===== config.mk =====
export PLATFORM = sky130hd
export DESIGN_NAME = call_scheduler_flat
export DESIGN_NICKNAME = d
export VERILOG_FILES = /design/src/rtl/call_scheduler_pkg.sv /design/src/rtl/call_scheduler_if.sv /design/src/rtl/call_scheduler_floor_search.sv /design/src/rtl/call_scheduler.sv /design/src/flat_wrapper.sv
export SDC_FILE = /design/constraint.sdc
export NUM_CORES = 1
export LEC_CHECK = 0
export BUFFER_PORTS_ARGS = -buffer_cell sky130_fd_sc_hd__buf_2
export CAP_MARGIN = 15
export CORE_AREA = 2 2 77 79
export DETAILED_ROUTE_END_ITERATION = 8
export DIE_AREA = 0 0 79 81
export MAX_ROUTING_LAYER = met4
export PLACE_DENSITY = 0.75
export SLEW_MARGIN = 15
export SYNTH_ARGS = -nofsm -noshare
export SYNTH_HDL_FRONTEND = slang
export SYNTH_SLANG_ARGS = --single-unit

===== constraint.sdc =====
create_clock -name CLOCK_50 -period 4.1 [get_ports CLOCK_50]
set_clock_uncertainty 0.1 [all_clocks]
set_input_delay 0.615 -clock CLOCK_50 [delete_from_list [all_inputs] [get_ports CLOCK_50]]
set_output_delay 0.615 -clock CLOCK_50 [all_outputs]
set_load 0.02 [all_outputs]

===== src/rtl/call_scheduler_pkg.sv =====
`default_nettype none
// ============================================================================
//  Module   : elev_pkg
//  Purpose  : Shared constants, state encoding and helpers for the elevator
//             call scheduler.
//  Contents : NUM_FLOORS, NO_FLOOR, DIR_UP/DIR_DOWN, sched_state_t,
//             floor_mask() (one-hot of a floor, zero for NO_FLOOR).
//  Revision : 1.0 - initial release
// ============================================================================
package elev_pkg;

   localparam int         NUM_FLOORS = 7;
   localparam logic [2:0] NO_FLOOR   = 3'b111;
   localparam logic       DIR_UP     = 1'b0;
   localparam logic       DIR_DOWN   = 1'b1;

   typedef enum logic [1:0] {
      IDLE       = 2'd0,
      SERVE_UP   = 2'd1,
      SERVE_DOWN = 2'd2,
      DWELL      = 2'd3
   } sched_state_t;

   // One-hot mask for a floor; NO_FLOOR maps to an empty mask so callers
   // never index past the last stop.
   function automatic logic [NUM_FLOORS-1:0] floor_mask(input logic [2:0] f);
      floor_mask = (f == NO_FLOOR) ? '0 : (NUM_FLOORS'(1) << f);
   endfunction

endpackage
`default_nettype wire


===== src/rtl/call_scheduler_if.sv =====
`default_nettype none
// ============================================================================
//  Module   : call_scheduler_if
//  Purpose  : Bundle of button/switch inputs and motion-block outputs of the
//             call scheduler.
//  Signals  : call[6:0], current[2:0], door_open, ovld  (into scheduler)
//             sel[2:0], direction, pending[6:0], busy  (out of scheduler)
//  Modports : slave  - the scheduler itself
//             master - the environment driving buttons and car position
//  Revision : 1.0 - initial release
// ============================================================================
interface call_scheduler_if;
   import elev_pkg::*;

   logic [NUM_FLOORS-1:0] call;
   logic [2:0]            current;
   logic                  door_open;
   logic                  ovld;
   logic [2:0]            sel;
   logic                  direction;
   logic [NUM_FLOORS-1:0] pending;
   logic                  busy;

   modport slave (
      input  call, current, door_open, ovld,
      output sel, direction, pending, busy
   );

   modport master (
      output call, current, door_open, ovld,
      input  sel, direction, pending, busy
   );

endinterface
`default_nettype wire


===== src/rtl/call_scheduler_floor_search.sv =====
`default_nettype none
// ============================================================================
//  Module   : floor_search
//  Purpose  : Combinational nearest-call search around the current floor.
//  Ports    : i_pending[6:0]  outstanding calls
//             i_current[2:0]  occupied floor, NO_FLOOR = unknown
//             o_above/_vld    lowest pending floor strictly above current
//             o_below/_vld    highest pending floor strictly below current
//  Revision : 1.0 - initial release
// ============================================================================
module floor_search
   import elev_pkg::*;
(
   input  logic [NUM_FLOORS-1:0] i_pending,
   input  logic [2:0]            i_current,
   output logic [2:0]            o_above,
   output logic                  o_above_vld,
   output logic [2:0]            o_below,
   output logic                  o_below_vld
);

   always_comb begin
      o_above     = NO_FLOOR;
      o_above_vld = 1'b0;
      o_below     = NO_FLOOR;
      o_below_vld = 1'b0;
      if (i_current != NO_FLOOR) begin
         // Scan top-down so the last hit is the nearest floor above.
         for (int i = NUM_FLOORS - 1; i >= 0; i--) begin
            if (i_pending[i] && (3'(i) > i_current)) begin
               o_above     = 3'(i);
               o_above_vld = 1'b1;
            end
         end
         // Scan bottom-up so the last hit is the nearest floor below.
         for (int i = 0; i < NUM_FLOORS; i++) begin
            if (i_pending[i] && (3'(i) < i_current)) begin
               o_below     = 3'(i);
               o_below_vld = 1'b1;
            end
         end
      end
   end

endmodule
`default_nettype wire


===== src/rtl/call_scheduler.sv =====
`default_nettype none
// ============================================================================
//  Module   : call_scheduler
//  Purpose  : Latches hall/car calls and picks the next stop with a SCAN
//             policy; holds the car at each served stop for a fixed dwell.
//  Ports    : CLOCK_50 - system clock (rising edge)
//             reset    - synchronous, active-high
//             bus      - call_scheduler_if.slave (call, current, door_open,
//                        ovld in; sel, direction, pending, busy out)
//  Params   : DWELL_CYCLES - clock cycles the car is held at a served stop
//  Options  : CALL_CANCEL_EN - when defined, a new press of an already
//             pending call cancels it (toggle-to-cancel).
//  Revision : 1.0 - initial release
// ============================================================================
module call_scheduler
   import elev_pkg::*;
#(
   parameter int DWELL_CYCLES = 50_000_000
)(
   input  wire logic        CLOCK_50,
   input  wire logic        reset,
   call_scheduler_if.slave  bus
);

   localparam int              CNT_W    = $clog2(DWELL_CYCLES + 1);
   localparam logic [CNT_W-1:0] c_reload = CNT_W'(DWELL_CYCLES - 1);

   sched_state_t          r_state;
   logic [NUM_FLOORS-1:0] r_call_q;
   logic [NUM_FLOORS-1:0] r_pending;
   logic [2:0]            r_sel;
   logic                  r_dir;
   logic [CNT_W-1:0]      r_cnt;

   logic [NUM_FLOORS-1:0] w_rise;
   logic [NUM_FLOORS-1:0] w_set;
   logic [NUM_FLOORS-1:0] w_cancel;
   logic [NUM_FLOORS-1:0] w_clr;
   logic [NUM_FLOORS-1:0] w_cur_mask;
   logic                  w_here;
   logic                  w_arrive;
   logic                  w_hold;
   logic [2:0]            w_above;
   logic                  w_above_vld;
   logic [2:0]            w_below;
   logic                  w_below_vld;
   sched_state_t          w_leave_state;
   logic [2:0]            w_leave_sel;
   logic                  w_leave_dir;

   floor_search u_floor_search (
      .i_pending   (r_pending),
      .i_current   (bus.current),
      .o_above     (w_above),
      .o_above_vld (w_above_vld),
      .o_below     (w_below),
      .o_below_vld (w_below_vld)
   );

   assign w_rise     = bus.call & ~r_call_q;
   assign w_cur_mask = floor_mask(bus.current);
   assign w_here     = |(r_pending & w_cur_mask);
   assign w_arrive   = (bus.current != NO_FLOOR) && (bus.current == r_sel);
   assign w_hold     = bus.ovld | bus.door_open;

`ifdef CALL_CANCEL_EN
   assign w_set    = w_rise & ~r_pending;
   assign w_cancel = w_rise &  r_pending;
`else
   assign w_set    = w_rise;
   assign w_cancel = '0;
`endif

   // Served-floor clear; applied after set/cancel so it wins over a press
   // of the stop being entered or dwelt at.
   always_comb begin
      w_clr = '0;
      case (r_state)
         IDLE:                 if (w_here)   w_clr = w_cur_mask;
         SERVE_UP, SERVE_DOWN: if (w_arrive) w_clr = w_cur_mask;
         DWELL:                w_clr = floor_mask(r_sel);
         default:              w_clr = '0;
      endcase
   end

   // SCAN continuation: keep the present direction while calls lie ahead,
   // otherwise reverse, otherwise go idle. Used on dwell exit and while
   // serving (where the present direction is the serving direction).
   always_comb begin
      w_leave_state = IDLE;
      w_leave_sel   = NO_FLOOR;
      w_leave_dir   = r_dir;
      if (r_dir == DIR_UP) begin
         if (w_above_vld) begin
            w_leave_state = SERVE_UP;
            w_leave_sel   = w_above;
            w_leave_dir   = DIR_UP;
         end else if (w_below_vld) begin
            w_leave_state = SERVE_DOWN;
            w_leave_sel   = w_below;
            w_leave_dir   = DIR_DOWN;
         end
      end else begin
         if (w_below_vld) begin
            w_leave_state = SERVE_DOWN;
            w_leave_sel   = w_below;
            w_leave_dir   = DIR_DOWN;
         end else if (w_above_vld) begin
            w_leave_state = SERVE_UP;
            w_leave_sel   = w_above;
            w_leave_dir   = DIR_UP;
         end
      end
   end

   always_ff @(posedge CLOCK_50) begin
      if (reset) begin
         r_state   <= IDLE;
         r_sel     <= NO_FLOOR;
         r_dir     <= DIR_UP;
         r_cnt     <= '0;
         r_call_q  <= '0;
         r_pending <= '0;
      end else begin
         r_call_q  <= bus.call;
         r_pending <= ((r_pending | w_set) & ~w_cancel) & ~w_clr;

         case (r_state)
            IDLE: begin
               if (w_here) begin
                  r_state <= DWELL;
                  r_sel   <= bus.current;
                  r_cnt   <= c_reload;
               end else if (w_above_vld) begin
                  r_state <= SERVE_UP;
                  r_sel   <= w_above;
                  r_dir   <= DIR_UP;
               end else if (w_below_vld) begin
                  r_state <= SERVE_DOWN;
                  r_sel   <= w_below;
                  r_dir   <= DIR_DOWN;
               end
            end

            SERVE_UP, SERVE_DOWN: begin
               // Unknown position: hold the last target until it is valid.
               if (bus.current != NO_FLOOR) begin
                  if (w_arrive) begin
                     r_state <= DWELL;
                     r_sel   <= bus.current;
                     r_cnt   <= c_reload;
                  end else begin
                     r_state <= w_leave_state;
                     r_sel   <= w_leave_sel;
                     r_dir   <= w_leave_dir;
                  end
               end
            end

            DWELL: begin
               if (w_hold) begin
                  r_cnt <= c_reload;
               end else if (r_cnt == '0) begin
                  r_state <= w_leave_state;
                  r_sel   <= w_leave_sel;
                  r_dir   <= w_leave_dir;
               end else begin
                  r_cnt <= r_cnt - CNT_W'(1);
               end
            end

            default: begin
               r_state <= IDLE;
               r_sel   <= NO_FLOOR;
            end
         endcase
      end
   end

   assign bus.sel       = r_sel;
   assign bus.direction = r_dir;
   assign bus.pending   = r_pending;
   assign bus.busy      = (r_state != IDLE);

endmodule
`default_nettype wire


===== src/flat_wrapper.sv =====
// flat-port wrapper written by rule: the top's interface ports become plain ports
module call_scheduler_flat import elev_pkg::*;
#(
   parameter int DWELL_CYCLES = 50_000_000
)
  (CLOCK_50, reset, bus_call, bus_current, bus_door_open, bus_ovld, bus_sel, bus_direction, bus_pending, bus_busy);
  call_scheduler_if bus_i ();
  input  wire logic CLOCK_50;
  input  wire logic reset;
  input wire logic [$bits(bus_i.call)-1:0] bus_call;
  input wire logic [$bits(bus_i.current)-1:0] bus_current;
  input wire logic [$bits(bus_i.door_open)-1:0] bus_door_open;
  input wire logic [$bits(bus_i.ovld)-1:0] bus_ovld;
  output wire logic [$bits(bus_i.sel)-1:0] bus_sel;
  output wire logic [$bits(bus_i.direction)-1:0] bus_direction;
  output wire logic [$bits(bus_i.pending)-1:0] bus_pending;
  output wire logic [$bits(bus_i.busy)-1:0] bus_busy;
  assign bus_i.call = bus_call;
  assign bus_i.current = bus_current;
  assign bus_i.door_open = bus_door_open;
  assign bus_i.ovld = bus_ovld;
  assign bus_sel = bus_i.sel;
  assign bus_direction = bus_i.direction;
  assign bus_pending = bus_i.pending;
  assign bus_busy = bus_i.busy;
  call_scheduler #(.DWELL_CYCLES(DWELL_CYCLES)) u_core (.CLOCK_50(CLOCK_50), .reset(reset), .bus(bus_i));
endmodule

==> impl_metrics.xml <==
<?xml version="1.0" encoding="UTF-8"?>
<metrics>
  <group name="status">
    <metric name="outcome" unit="">completed</metric>
  </group>
  <group name="yosys">
    <metric name="ys_async_sr_fraction" unit="%">0</metric>
    <metric name="synthesis.area_per_instance" unit="sq um">7.702</metric>
    <metric name="netlist_instances" unit="">386</metric>
    <metric name="synth_edf_count" unit="">0</metric>
    <metric name="yosys.area.top_type_share" unit="%">30.98</metric>
    <metric name="synth_area_leaders" unit="">dfxtp_1, a21oi_1, xnor2_1</metric>
    <metric name="yosysWarnings" unit="">0</metric>
    <metric name="synth.lib_cells_used.distinct" unit="">57</metric>
    <metric name="synthesis.nets" unit="">404</metric>
    <metric name="yosys_most_used_dff" unit="">dfxtp_1</metric>
    <metric name="synth_seq_area_share" unit="%">30.98</metric>
    <metric name="synth.cell_area" unit="sq um">2973</metric>
    <metric name="synth_seq_cells" unit="">46</metric>
    <metric name="synth_top_area_cell" unit="">dfxtp_1</metric>
  </group>
  <group name="sta">
    <metric name="clock.fmax" unit="MHz">300.0</metric>
    <metric name="period_minus_slack" unit="ns">3.334</metric>
    <metric name="worst-slew-pin-transition" unit="ns">0.8195</metric>
    <metric name="final.setup.tns" unit="ns">0</metric>
    <metric name="setup_repair_after_global_routing_missed_its_margin" unit="">no</metric>
    <metric name="timing.final.crit_share" unit="%">81.31</metric>
    <metric name="final_max_slew_viol_count" unit="">0</metric>
    <metric name="slew-limit-headroom" unit="%">44.95</metric>
    <metric name="final_hold_viol_count" unit="">0</metric>
    <metric name="setup_viol" unit="">0</metric>
    <metric name="timing.hold.ws" unit="ns">0.3664</metric>
  </group>
  <group name="layout">
    <metric name="layout_commonest_cell" unit="">dfxtp_1</metric>
    <metric name="drive_gt1_share" unit="%">12.15</metric>
    <metric name="fin_cells" unit="">470</metric>
    <metric name="antennaDiodeCount" unit="">0</metric>
    <metric name="register_area" unit="sq um">920.9</metric>
    <metric name="multiInputGateArea" unit="sq um">1868</metric>
    <metric name="design.final.nets" unit="">412</metric>
    <metric name="layout.cells.most_common_list" unit="">dfxtp_1, a21oi_1, nor2_1, buf_2, nor3_1</metric>
    <metric name="area_growth_syn_to_layout" unit="%">7.407</metric>
    <metric name="fill_cells" unit="">525</metric>
  </group>
  <group name="floorplan">
    <metric name="die_y" unit="um">81</metric>
    <metric name="coreArea" unit="sq um">5675</metric>
    <metric name="die-area" unit="sq um">6399</metric>
    <metric name="initial_cell_density_of_the_core" unit="%">52.38</metric>
    <metric name="core.rowCount" unit="">28</metric>
    <metric name="dieWidth" unit="um">79</metric>
    <metric name="count_of_boundary_i_o_pins" unit="">26</metric>
  </group>
  <group name="routing">
    <metric name="antenna_violating_nets_post_route" unit="">0</metric>
    <metric name="route.final.wire_length" unit="um">7360</metric>
    <metric name="detailedRoute.firstIterationViolations" unit="">307</metric>
    <metric name="routedWlPerCell" unit="um">15.66</metric>
    <metric name="drt_drc_violations_left" unit="">0</metric>
    <metric name="dr.pass1.iters" unit="">5</metric>
    <metric name="via_count" unit="">2917</metric>
    <metric name="vias_per_cell" unit="">6.206</metric>
  </group>
  <group name="clock_tree">
    <metric name="post-cts-setup-buffer-count" unit="">0</metric>
    <metric name="ctsRootBufferMaster" unit="">clkbuf_8</metric>
    <metric name="clock_tree.htree_level_count" unit="">2</metric>
    <metric name="tritoncts" unit="">built</metric>
    <metric name="cts_repair_resize_count" unit="">0</metric>
    <metric name="numClockSinks" unit="">46</metric>
    <metric name="cts_buffers" unit="">5</metric>
    <metric name="cts.hold.buffers_added" unit="">0</metric>
    <metric name="clkTransAtPathRegs" unit="ns">0.08</metric>
    <metric name="clock_latency" unit="ns">0.30</metric>
    <metric name="ctsLongestPathBuffers" unit="">2</metric>
  </group>
  <group name="critical_path">
    <metric name="timing.critical_path.from_type" unit="">flop</metric>
    <metric name="worst_setup_path_end_kind" unit="">flop</metric>
    <metric name="worstPathMaxFanout" unit="">9</metric>
    <metric name="wp_data_arrival" unit="ns">3.45</metric>
    <metric name="worst-endpoint-required" unit="ns">4.22</metric>
    <metric name="critical_setup_path_kind" unit="">flop to flop</metric>
  </group>
  <group name="power_and_ir_drop">
    <metric name="power.density" unit="nW/um^2">618.3</metric>
    <metric name="fin_total_pwr" unit="W">0.001974</metric>
    <metric name="total_leakage_power" unit="nW">1.132</metric>
    <metric name="peakVddDrop" unit="V">0.0004415</metric>
  </group>
  <group name="placed_design">
    <metric name="post-place-cells" unit="">462</metric>
    <metric name="dp_hpwl" unit="um">5231</metric>
    <metric name="buffer_ports.inserted" unit="">25</metric>
    <metric name="gp_congestion" unit="">0.9610</metric>
  </group>
  <group name="global_routing">
    <metric name="grt_antenna_before_repair" unit="">0</metric>
    <metric name="global_route.overflow_total" unit="">0</metric>
    <metric name="number_of_global_route_vias_before_repair" unit="">2809</metric>
    <metric name="maximum_number_of_pins_on_one_net_before_global_route_repair" unit="">37</metric>
    <metric name="globalRouteTotalUtil" unit="%">25.55</metric>
    <metric name="wire_length_of_the_first_global_routing_pass" unit="um">12830</metric>
  </group>
  <group name="flow_run">
    <metric name="maxCapViolCount" unit="">0</metric>
  </group>
  <group name="hold_path">
    <metric name="worstHoldPathType" unit="">flop to flop</metric>
  </group>
</metrics>
## layer usage
| layer | vias to the layer above | routed length (um) | global-route usage, % |
|---|---|---|---|
| met3 | 18 | 337 | 3.556 |
| met5 | - | 0 | - |
| met2 | 76 | 3416 | 41.95 |
| met1 | 1372 | 3440 | 32.44 |
| met4 | 0 | 165 | 8.966 |
| li1 | 1451 | - | - |
## worst paths after layout
check,from,endpoint,slack (ns),depth (start not counted)
setup / recovery,u_core.r_cnt[0]$_SDFFE_PP0P_,u_core.bus.direction$_SDFFE_PP0P_,0.77,8
hold / removal,u_core.r_cnt[22]$_SDFFE_PP0P_,u_core.r_cnt[22]$_SDFFE_PP0P_,0.37,2
setup reg to reg,u_core.r_cnt[0]$_SDFFE_PP0P_,u_core.bus.direction$_SDFFE_PP0P_,0.77,8
hold reg to reg,u_core.r_cnt[22]$_SDFFE_PP0P_,u_core.r_cnt[22]$_SDFFE_PP0P_,0.37,2
## stage by stage
stage / setup slack [ns] / cell area, sq um / util, %
6_report: 0.7663 / 3193 / 56.26
5_1_grt: 0.5488 / 3193 / 56.26
4_1_cts: 0.7687 / 3193 / 56.26
3_5_place_dp: 0.7549 / 3102 / 54.65
3_3_place_gp: 0.8402 / 3102 / 54.65
2_1_floorplan: 0.8658 / 2973 / -
## logic make-up after synthesis
| group | count (synthesis) | share of synthesized area [%] |
|---|---|---|
| and+or+nand+nor | 149 | 27.74 |
| AOI/OAI and AO/OA | 116 | 25.67 |
| buffers and inverters | 47 | 6.187 |
| DFF | 46 | 30.98 |
| xor gates and xnor gates | 19 | 5.598 |
| muxes | 5 | 2.146 |
| adders and majority gates | 4 | 1.684 |
## power breakdown
group	leakage [nW]	internal [W]	total [W]	switching (W)
clock network	0.0482	0.000136	0.000283	0.000147
logic	0.703	0.000388	0.000981	0.000593
registers	0.382	0.000566	0.000711	0.000145
total	1.13	0.00109	0.00197	0.000884
## cell type report
type / count / share of cell area [%]
clock buffer: 7 / 2.704
clock inverter: 1 / 0.1567
inverter: 21 / 2.469
multi-input combinational: 293 / 58.50
sequential: 46 / 28.84
tap: 75 / 2.939
timing repair buffer: 27 / 4.389
## critical path: stages (launching register included)
cell and delay, ns:
dfxtp_1 0.34, inv_1 0.06, ha_1 0.17, or3b_1 0.42, or4_4 0.60, or4_4 0.51
a221o_1 0.42, or4_1 0.51, o22ai_1 0.12
## state kept, by name (all words and copies together), names as in the netlist
| register | count |
|---|---|
| u_core.r_cnt | 26 |
| u_core.bus.pending | 7 |
| u_core.r_call_q | 7 |
| u_core.bus.sel | 3 |
| u_core.r_state | 2 |
| u_core.bus.direction | 1 |
## cell usage after synthesis, types with 2 or more instances
master and n:
nor3_1 22, a41oi_1 2, a21oi_1 41, o311ai_0 3, a21o_1 3, nor3b_1 2, inv_1 21, nand3_1 2
a311oi_1 7, nor4_1 15, xnor2_1 16, o31ai_1 3, o21ai_0 16, a211oi_1 8, or3_1 9, ha_1 4
dfxtp_1 46, nor4b_1 3, o22ai_1 5, or4_1 4, or4_4 3, clkbuf_1 24, a2111oi_0 4, a31oi_1 4
nor2_1 30, and3_1 2, or2_2 6, nand2b_1 9, a22oi_1 2, xor2_1 3, and2_1 2, nor2b_1 15
o211ai_1 2, o41ai_1 3, a221oi_1 3, mux2i_1 3, nand2_1 19
Note: power is estimated with default switching activity, not from simulation.
